[src/rtl/mem_byte_sequencer.sv]
// Arbitrates fetch and data ports onto a byte-wide handshake RAM.
// Each access is split into big-endian byte transfers (SETUP/STROBE/RELEASE per byte).
module mem_byte_sequencer #(
  parameter int ADDR_W  = 9,
  parameter int TIMEOUT = 15
) (
  input  logic              Clk,
  input  logic              Reset_n,
  input  logic              IReq,
  input  logic [31:0]       IAddr,
  output logic              IAck,
  output logic [31:0]       IData,
  input  logic              DReq,
  input  logic              DWrite,
  input  logic [1:0]        DSize,
  input  logic [31:0]       DAddr,
  input  logic [31:0]       DWData,
  output logic              DAck,
  output logic [31:0]       DRData,
  output logic              Err,
  output logic              Busy,
  output logic              Enable,
  output logic              MOV,
  output logic              RW,
  output logic [ADDR_W-1:0] Address,
  output logic [7:0]        DataOut,
  input  logic [7:0]        DataIn,
  input  logic              MOC
);
  localparam int TW = $clog2(TIMEOUT + 1);
  localparam logic [TW-1:0] TLAST = TW'(TIMEOUT - 1);

  typedef enum logic [2:0] {IDLE, SETUP, STROBE, RELEASE, DONE} state_t;

  typedef struct packed {
    logic              dport;
    logic              wr;
    logic [1:0]        last;   // index of final byte: 0, 1 or 3
    logic [ADDR_W-1:0] base;
    logic [31:0]       wdata;
  } req_t;

  state_t        state;
  req_t          r;
  logic [1:0]    k;
  logic [TW-1:0] tcnt;
  logic [31:0]   rdat;
  logic          last_d;

  logic          pick_d, g_wr, g_mis;
  logic [31:0]   g_addr;
  logic [1:0]    g_last;
  logic          fin, ferr, fport;
  logic [31:0]   fdat;
  logic          unused_ok;

  assign unused_ok = ^g_addr[31:ADDR_W];

  // Byte idx of an item whose last byte index is 'last'; idx 0 is the MSB.
  function automatic logic [7:0] byte_of(input logic [31:0] d, input logic [1:0] last,
                                         input logic [1:0] idx);
    logic [4:0] sh;
    sh = {last - idx, 3'b000};
    return d[sh +: 8];
  endfunction

  always_comb begin
    pick_d = DReq && !(IReq && last_d);
    g_addr = pick_d ? DAddr : IAddr;
    g_wr   = pick_d && DWrite;
    if (!pick_d) g_last = 2'd3;
    else begin
      case (DSize)
        2'b00:   g_last = 2'd0;
        2'b01:   g_last = 2'd1;
        default: g_last = 2'd3;
      endcase
    end
    g_mis = (g_last == 2'd3 && g_addr[1:0] != 2'b00) || (g_last == 2'd1 && g_addr[0]);
  end

  // Completion: misaligned grant, normal finish, or handshake timeout.
  always_comb begin
    fin   = 1'b0;
    ferr  = 1'b0;
    fdat  = rdat;
    fport = r.dport;
    case (state)
      IDLE: begin
        fin   = (IReq || DReq) && g_mis;
        ferr  = 1'b1;
        fdat  = '0;
        fport = pick_d;
      end
      STROBE: begin
        fin  = !MOC && tcnt == TLAST;
        ferr = 1'b1;
      end
      RELEASE: begin
        if (!MOC) fin = (k == r.last);
        else begin
          fin  = (tcnt == TLAST);
          ferr = 1'b1;
        end
      end
      default: ;
    endcase
  end

  always_ff @(posedge Clk) begin
    if (!Reset_n) begin
      state   <= IDLE;
      Enable  <= 1'b0;
      MOV     <= 1'b0;
      RW      <= 1'b1;
      Address <= '0;
      DataOut <= '0;
      IAck    <= 1'b0;
      DAck    <= 1'b0;
      IData   <= '0;
      DRData  <= '0;
      Err     <= 1'b0;
      Busy    <= 1'b0;
      last_d  <= 1'b1;
      r       <= '0;
      k       <= '0;
      tcnt    <= '0;
      rdat    <= '0;
    end else begin
      IAck <= 1'b0;
      DAck <= 1'b0;
      case (state)
        IDLE: begin
          if (IReq || DReq) begin
            r    <= '{dport: pick_d, wr: g_wr, last: g_last,
                      base: g_addr[ADDR_W-1:0], wdata: DWData};
            k    <= '0;
            tcnt <= '0;
            rdat <= '0;
            Busy <= 1'b1;
            if (!g_mis) begin
              state   <= SETUP;
              Enable  <= 1'b1;
              Address <= g_addr[ADDR_W-1:0];
              RW      <= ~g_wr;
              DataOut <= g_wr ? byte_of(DWData, g_last, 2'd0) : 8'h00;
            end
          end
        end
        SETUP: begin
          state <= STROBE;
          MOV   <= 1'b1;
          tcnt  <= '0;
        end
        STROBE: begin
          if (MOC) begin
            if (!r.wr) rdat[{r.last - k, 3'b000} +: 8] <= DataIn;
            state <= RELEASE;
            MOV   <= 1'b0;
            tcnt  <= '0;
          end else tcnt <= tcnt + 1'b1;
        end
        RELEASE: begin
          if (!MOC && k != r.last) begin
            k       <= k + 2'd1;
            state   <= SETUP;
            Address <= r.base + ADDR_W'({1'b0, k} + 3'd1);
            DataOut <= r.wr ? byte_of(r.wdata, r.last, k + 2'd1) : 8'h00;
          end else tcnt <= tcnt + 1'b1;
        end
        DONE: begin
          state  <= IDLE;
          Busy   <= 1'b0;
          Err    <= 1'b0;
          IData  <= '0;
          DRData <= '0;
          last_d <= r.dport;
        end
        default: state <= IDLE;
      endcase
      if (fin) begin
        state  <= DONE;
        Enable <= 1'b0;
        MOV    <= 1'b0;
        Err    <= ferr;
        if (fport) begin
          DAck   <= 1'b1;
          DRData <= fdat;
        end else begin
          IAck  <= 1'b1;
          IData <= fdat;
        end
      end
    end
  end
endmodule

[config.mk]
export PLATFORM = sky130hd
export DESIGN_NAME = mem_byte_sequencer
export DESIGN_NICKNAME = d
export VERILOG_FILES = /design/src/rtl/mem_byte_sequencer.sv
export SDC_FILE = /design/constraint.sdc
export NUM_CORES = 1
export LEC_CHECK = 0
export BUFFER_PORTS_ARGS = -buffer_cell sky130_fd_sc_hd__clkbuf_2
export CORE_ASPECT_RATIO = 1.2
export CORE_MARGIN = 4
export CORE_UTILIZATION = 57
export DETAILED_ROUTE_END_ITERATION = 8
export PLACE_DENSITY = 0.93
export SYNTH_ARGS = -nofsm -noshare
export SYNTH_HDL_FRONTEND = slang
export SYNTH_SLANG_ARGS = --single-unit
export TNS_END_PERCENT = 30
[constraint.sdc]
create_clock -name Clk -period 4.2 [get_ports Clk]
set_clock_uncertainty 0.1 [all_clocks]
set_input_delay 0.21 -clock Clk [delete_from_list [all_inputs] [get_ports Clk]]
set_output_delay 0.21 -clock Clk [all_outputs]
set_load 0.02 [all_outputs]
==> results.cfg, run 1 <==
[floorplan]
start_util_pct = 57.8
die_w_um = 114
io_pins = 200
die_area_sq_um = 15300
die_h_um = 135
num_rows = 46
coreArea_sq_um = 13200

[global_route]
grt_util_all_layers_pct = 30.6
groute.layer.met3.usage_pct = 6.99
grt_max_degree = 91
grtUsageMet2_pct = 51.5
grt_pass1_vias = 7221
grt.met1_usage_pct = 35.2
overflow = 0
grt_pass1_wl_mm = 37.3
busiest_layer = met2
antenna_found_initial = 1

[clock_network]
ctsRootBufferMaster = clkbuf_16
cts_num_sinks = 175
cts_max_level = 4
numCtsBuffers = 17
path_clk_slew_ps = 70
cts_max_path_buffers = 2
insertion_delay_ps = 440
tritoncts = built

[synth]
synthTopCellsByArea = dfxtp_1 (46%), nand2_1 (11%), o21ai_2 (6.9%), a21oi_1 (3.7%), nor2_1 (3.1%)
yosys_warnings = 0
syn_area_per_cell_sq_um = 8.63
synth_seq_cells = 175
yosysUniqueCellTypes = 61
synth.net_count = 1007
synth-edff-count = 0
dominantRegCellSynth = dfxtp_1
ys_seq_area_share_pct = 46.0
syn_area_sq_um = 7620
syn_inst = 883
synth_top_area_share_pct = 46.0
synth_top_area_cell = dfxtp_1
synthArstFlopShare_pct = 0

[hold_path]
min_path_type = in -> reg
hp-start = DataIn[6]
min_path_cells = 3

[route]
dr.pass1.iters = 6
drtIter0Drc = 887
ant_nets = 0
wirelength_mm = 23.1
vias = 7365
wire_per_inst_um = 18.8
drc = 0
vias_per_cell = 6.00

[worst_setup_path]
crit_type = reg -> reg
crit_start = k[0]$_SDFFE_PN0P_
cp.required_ps = 4410
end_kind = flop
cp_max_fo = 9
cp-start-kind = flop
rr_startpoint = k[0]$_SDFFE_PN0P_
arrival_ps = 3350
reg2regPathDepth = 7

[sta]
hold_viol = 0
slew_headroom_pct = 26.1
maxSlewViolCount = 0
period_needed_ps = 3140
setup_tns_ps = 0
worst_pin_slew_ps = 1110
grt_setup_unrepaired = false
finalSetupViolations = 0
period_share_pct = 74.8
fmax_mhz = 318

[cells_and_area]
fin_nets = 1169
final_common_cell = nand2_1
final_core_util_pct = 71.2
area_delta_synth_final_pct = 23.1
final_cell_mix = nand2_1 (226), dfxtp_1 (175), clkbuf_2 (153)
final_layout_size_suffix_gt1_share_pct = 27.3
num-fill-cells = 851

[place]
gp_congestion = 0.840
port_buffers = 153
hpwlAfterDp_mm = 13.2

[power]
irDropWorstVdd_uv = 319
leakagePower_nw = 3.81
p_per_area_nw_per_um2 = 422

[run_status]
status = finished, final reports clean

[flow_run]
maxCapViolCount = 0
==> cells in the mapped netlist (2+ instances only) <==
library cell,count
a2111oi_4,2
a211oi_1,10
a21boi_1,2
a21oi_1,57
a21oi_2,2
a221oi_1,7
a22oi_1,24
a31oi_1,8
and2_1,3
and4_1,3
buf_2,7
buf_4,6
buf_6,6
clkbuf_1,38
dfxtp_1,175
ha_1,11
inv_1,12
mux2_2,14
mux2i_1,23
nand2_1,226
nand2b_1,12
nand3_1,14
nand3b_1,3
nand4_1,2
nor2_1,63
nor2b_1,3
nor3_1,9
o211a_1,2
o211ai_1,5
o21a_1,4
o21ai_0,16
o21ai_1,9
o21ai_2,60
o221a_2,2
o22ai_1,4
or3_1,4
xnor2_1,11
==> repair_timing <==
item                                   CTS  global route
hold buffers                            33             0
setup buffers                            0             0
endpoints found under the hold margin   33             0
resized for setup                        0             0
==> cells by family (layout without fill, tap and decap cells) <==
family                     Yosys count  in the layout  share of synthesized area [%]
and+or+nand+nor                    351            351                           19.3
AOI/OAI and AO/OA                  225            225                           21.5
DFF                                175            175                           46.0
buffers and inverters               70            245                           4.45
muxes                               37             37                           5.09
xor gates and xnor gates            13             13                           1.59
adders and majority gates           12             12                           2.07
other                                0              1                              0
==> power breakdown <==
group / internal [W] / switching (W) / leakage, nW
logic: 0.000207 / 0.000386 / 2.10
clock network: 0.000838 / 0.000738 / 0.287
registers: 0.00173 / 0.0000619 / 1.42
==> stage by stage <==
step,setup slack [ps],area [sq um],std cells,power (W),hold slack [ps]
global route,932,9380,1227,0.00409,23.3
detailed placement,1240,8470,1161,0.00235,340
floorplan,1770,7620,883,0.00218,246
finish,1060,9380,1227,0.00396,18.8
global placement,1300,8470,1161,0.00234,334
CTS,1250,9380,1226,0.00391,1.95
==> registers in the layout, indices dropped and copies added (netlist names) <==
register and cells:
IData 32, rdat 32, DRData 32, state 3, k 2, DataOut 8, Address 9, Busy 1
last_d 1, MOV 1, Enable 1, r 45, DAck 1, IAck 1, Err 1, tcnt 4
RW 1
==> worst max-delay path: stages (launching register included) <==
cell and delay, ps:
dfxtp_1 410, inv_1 110, ha_1 400, inv_1 200, or4b_1 620, nor2b_1 590, a221oi_1 170, a31oi_1 410
==> layout make-up <==
class                           instances  area, sq um  area share [%]
Antenna cell                            1         2.50          0.0267
Clock buffer                           17          425            4.54
Clock inverter                         15          155            1.65
Inverter                               13         48.8           0.520
Multi-Input combinational cell        638         3820            40.7
Sequential cell                       175         3500            37.4
Tap cell                              168          210            2.24
Timing Repair Buffer                  200         1210            12.9
==> worst paths after layout <==
path	to	slack, ps
min	rdat[6]$_SDFFE_PN0P_	20
max reg2reg	DataOut[4]$_SDFFE_PN0P_	1060
max	DataOut[4]$_SDFFE_PN0P_	1060
min reg2reg	DRData[8]$_SDFF_PN0_	360
==> per-layer routing <==
layer,up-vias,wire length [um]
met5,-,0
met4,0,1430
met3,117,2160
met2,530,11300
met1,3351,8250
li1,3367,-
Power figures use the tool's default switching activity.
==> run 2, diff against run 1 <==
--- a/config.mk
+++ b/config.mk
@@ -8,9 +8,9 @@
 export BUFFER_PORTS_ARGS = -buffer_cell sky130_fd_sc_hd__clkbuf_2
 export CORE_ASPECT_RATIO = 1.2
 export CORE_MARGIN = 4
-export CORE_UTILIZATION = 57
+export CORE_UTILIZATION = 48
 export DETAILED_ROUTE_END_ITERATION = 8
-export PLACE_DENSITY = 0.93
+export PLACE_DENSITY = 0.85
 export SYNTH_ARGS = -nofsm -noshare
 export SYNTH_HDL_FRONTEND = slang
 export SYNTH_SLANG_ARGS = --single-unit
==> constraint.sdc (replaced) <==
create_clock -name Clk -period 2.7 [get_ports Clk]
set_clock_uncertainty 0.1 [all_clocks]
set_input_delay 0.135 -clock Clk [delete_from_list [all_inputs] [get_ports Clk]]
set_output_delay 0.135 -clock Clk [all_outputs]
set_load 0.02 [all_outputs]
==> run 2 against run 1 <==
  * Clock power up 63%
  * Critical path type unchanged
  * Combinational power up 61%
  * Largest cell class unchanged
  * Via count down 2.3%
  * Global-route usage down 6.5 points
==> results.cfg, run 2 (synthesized netlist as in run 1, its figures left out) <==
[sta]
hold_viol = 0
grt_setup_unrepaired = false
fmax_mhz = 397
worst_pin_slew_ps = 651
maxSlewViolCount = 0
setup_tns_ps = 0
slew_headroom_pct = 56.6
period_needed_ps = 2520
finalSetupViolations = 0
period_share_pct = 93.3

[worst_setup_path]
max_stage_delay_ps = 400
crit_type = reg -> reg
critPathSlowestCell = ha_1
path_cells = inv_1 > ha_1 > inv_1 > a211o_1 > a32oi_2 > buf_4 > o21ai_0 > a31oi_1
path_buf_inv = 3
crit_path_frequent_cell = inv_1
cp_max_fo = 12
arrival_ps = 2780
cp-start-kind = flop
end_kind = flop
path_delay_family = compound AO/OA/AOI/OAI gates
cp.required_ps = 2960

[route]
drtIter0Drc = 553
vias = 7197
wl_met3_mm = 1.67
wl_met1_mm = 8.19
wirelength_mm = 21.4
drc = 0
vias_per_cell = 5.57
wl_met2_mm = 10.9
dr.pass1.iters = 5
ant_nets = 0
wire_per_inst_um = 16.6
dr.max_layer_used = met4

[power]
fin_total_pwr_w = 0.00630
p_int_w = 0.00454
p_clk_share_pct = 40.8
p_per_area_nw_per_um2 = 645
leakagePower_nw = 3.96
power.switching_w = 0.00175
power_frac_comb_pct = 15.2
irDropWorstVdd_uv = 462
pwr-share-seq_pct = 44.0
swShare_pct = 27.8

[global_route]
grt_pass1_wl_mm = 34.9
grt_max_degree = 61
antenna_found_initial = 0
overflow = 0
grt_util_all_layers_pct = 24.1
grt_pass1_vias = 7133

[clock_network]
cts_num_sinks = 175
post_cts_buffers = 0
cts_max_path_buffers = 2
insertion_delay_ps = 440
cts_max_level = 4
numCtsBuffers = 17
path_clk_slew_ps = 70
ctsRootBufferMaster = clkbuf_16
tritoncts = built

[floorplan]
die_w_um = 123
io_pins = 200
num_rows = 50
start_util_pct = 48.9
coreArea_sq_um = 15600
die_area_sq_um = 18000
die_h_um = 146

[cells_and_area]
final_core_util_pct = 62.7
insertedDiodeCount = 0
largest_reg_flops = 45
final_cell_mix = nand2_1 (226), dfxtp_1 (175), clkbuf_2 (153)
final_common_cell = nand2_1
area_delta_synth_final_pct = 28.2
regMostFlops = r
fin_nets = 1195
final_layout_size_suffix_gt1_share_pct = 27.7

[place]
gp_congestion = 0.853
port_buffers = 153
hpwlAfterDp_mm = 13.7

[run_status]
status = finished, final reports clean

[hold_path]
min_path_type = in -> reg

[flow_run]
maxCapViolCount = 0
-- run 2: area by class of cell --
type                    count  area [sq um]
multi-input cells         638          3830
well taps                 208           260
inverters                  13          48.8
clock inverters            13           178
clock buffers              19           433
repair buffers            226          1510
flip-flops and latches    175          3500
fillers                  1207          5820
-- run 2: worst paths after layout --
kind,from,end,cells after the start,slack [ps]
max,k[0]$_SDFFE_PN0P_,DataOut[2]$_SDFFE_PN0P_,8,180
min,DAddr[7],r[39]$_SDFFE_PN0P_,5,9
max reg2reg,k[0]$_SDFFE_PN0P_,DataOut[2]$_SDFFE_PN0P_,8,180
min reg2reg,r[15]$_SDFFE_PN0P_,r[15]$_SDFFE_PN0P_,2,360
-- run 2: power by group through the flow --
| stage | registers [W] | clock network, W | logic, W |
|---|---|---|---|
| floorplan | 0.00285 | 0 | 0.000544 |
| global placement | 0.00282 | 0 | 0.000865 |
| detailed placement | 0.00282 | 0 | 0.000883 |
| CTS | 0.00276 | 0.00258 | 0.000945 |
| global route | 0.00278 | 0.00268 | 0.00105 |
| finish | 0.00277 | 0.00257 | 0.000956 |
-- run 2: timing repair --
action,CTS,global route
endpoints found under the setup margin,0,5
resized for setup,0,2
hold buffers,47,0
endpoints found under the hold margin,65,0
-- run 2: metrics by stage --
stage	instance area, sq um	hold slack [ps]	cells	worst slack (ps)
finish	9760	8.70	1292	182
global route	9760	26.9	1292	15.8
CTS	9750	2.45	1292	146
detailed placement	8670	264	1213	186
global placement	8670	263	1213	263
floorplan	7620	171	883	266
-- run 2: tightest hold or removal path: stages --
cell	delay, ps
clkbuf_2	70
nand2_1	70
nand2_1	70
o22ai_1	60
nor2_1	90
-- run 2: per-layer routing --
layer	vias up	track usage, %
met3	59	5.52
met5	-	0
met2	333	41.4
met1	3382	28.4
met4	0	10.4
li1	3423	-
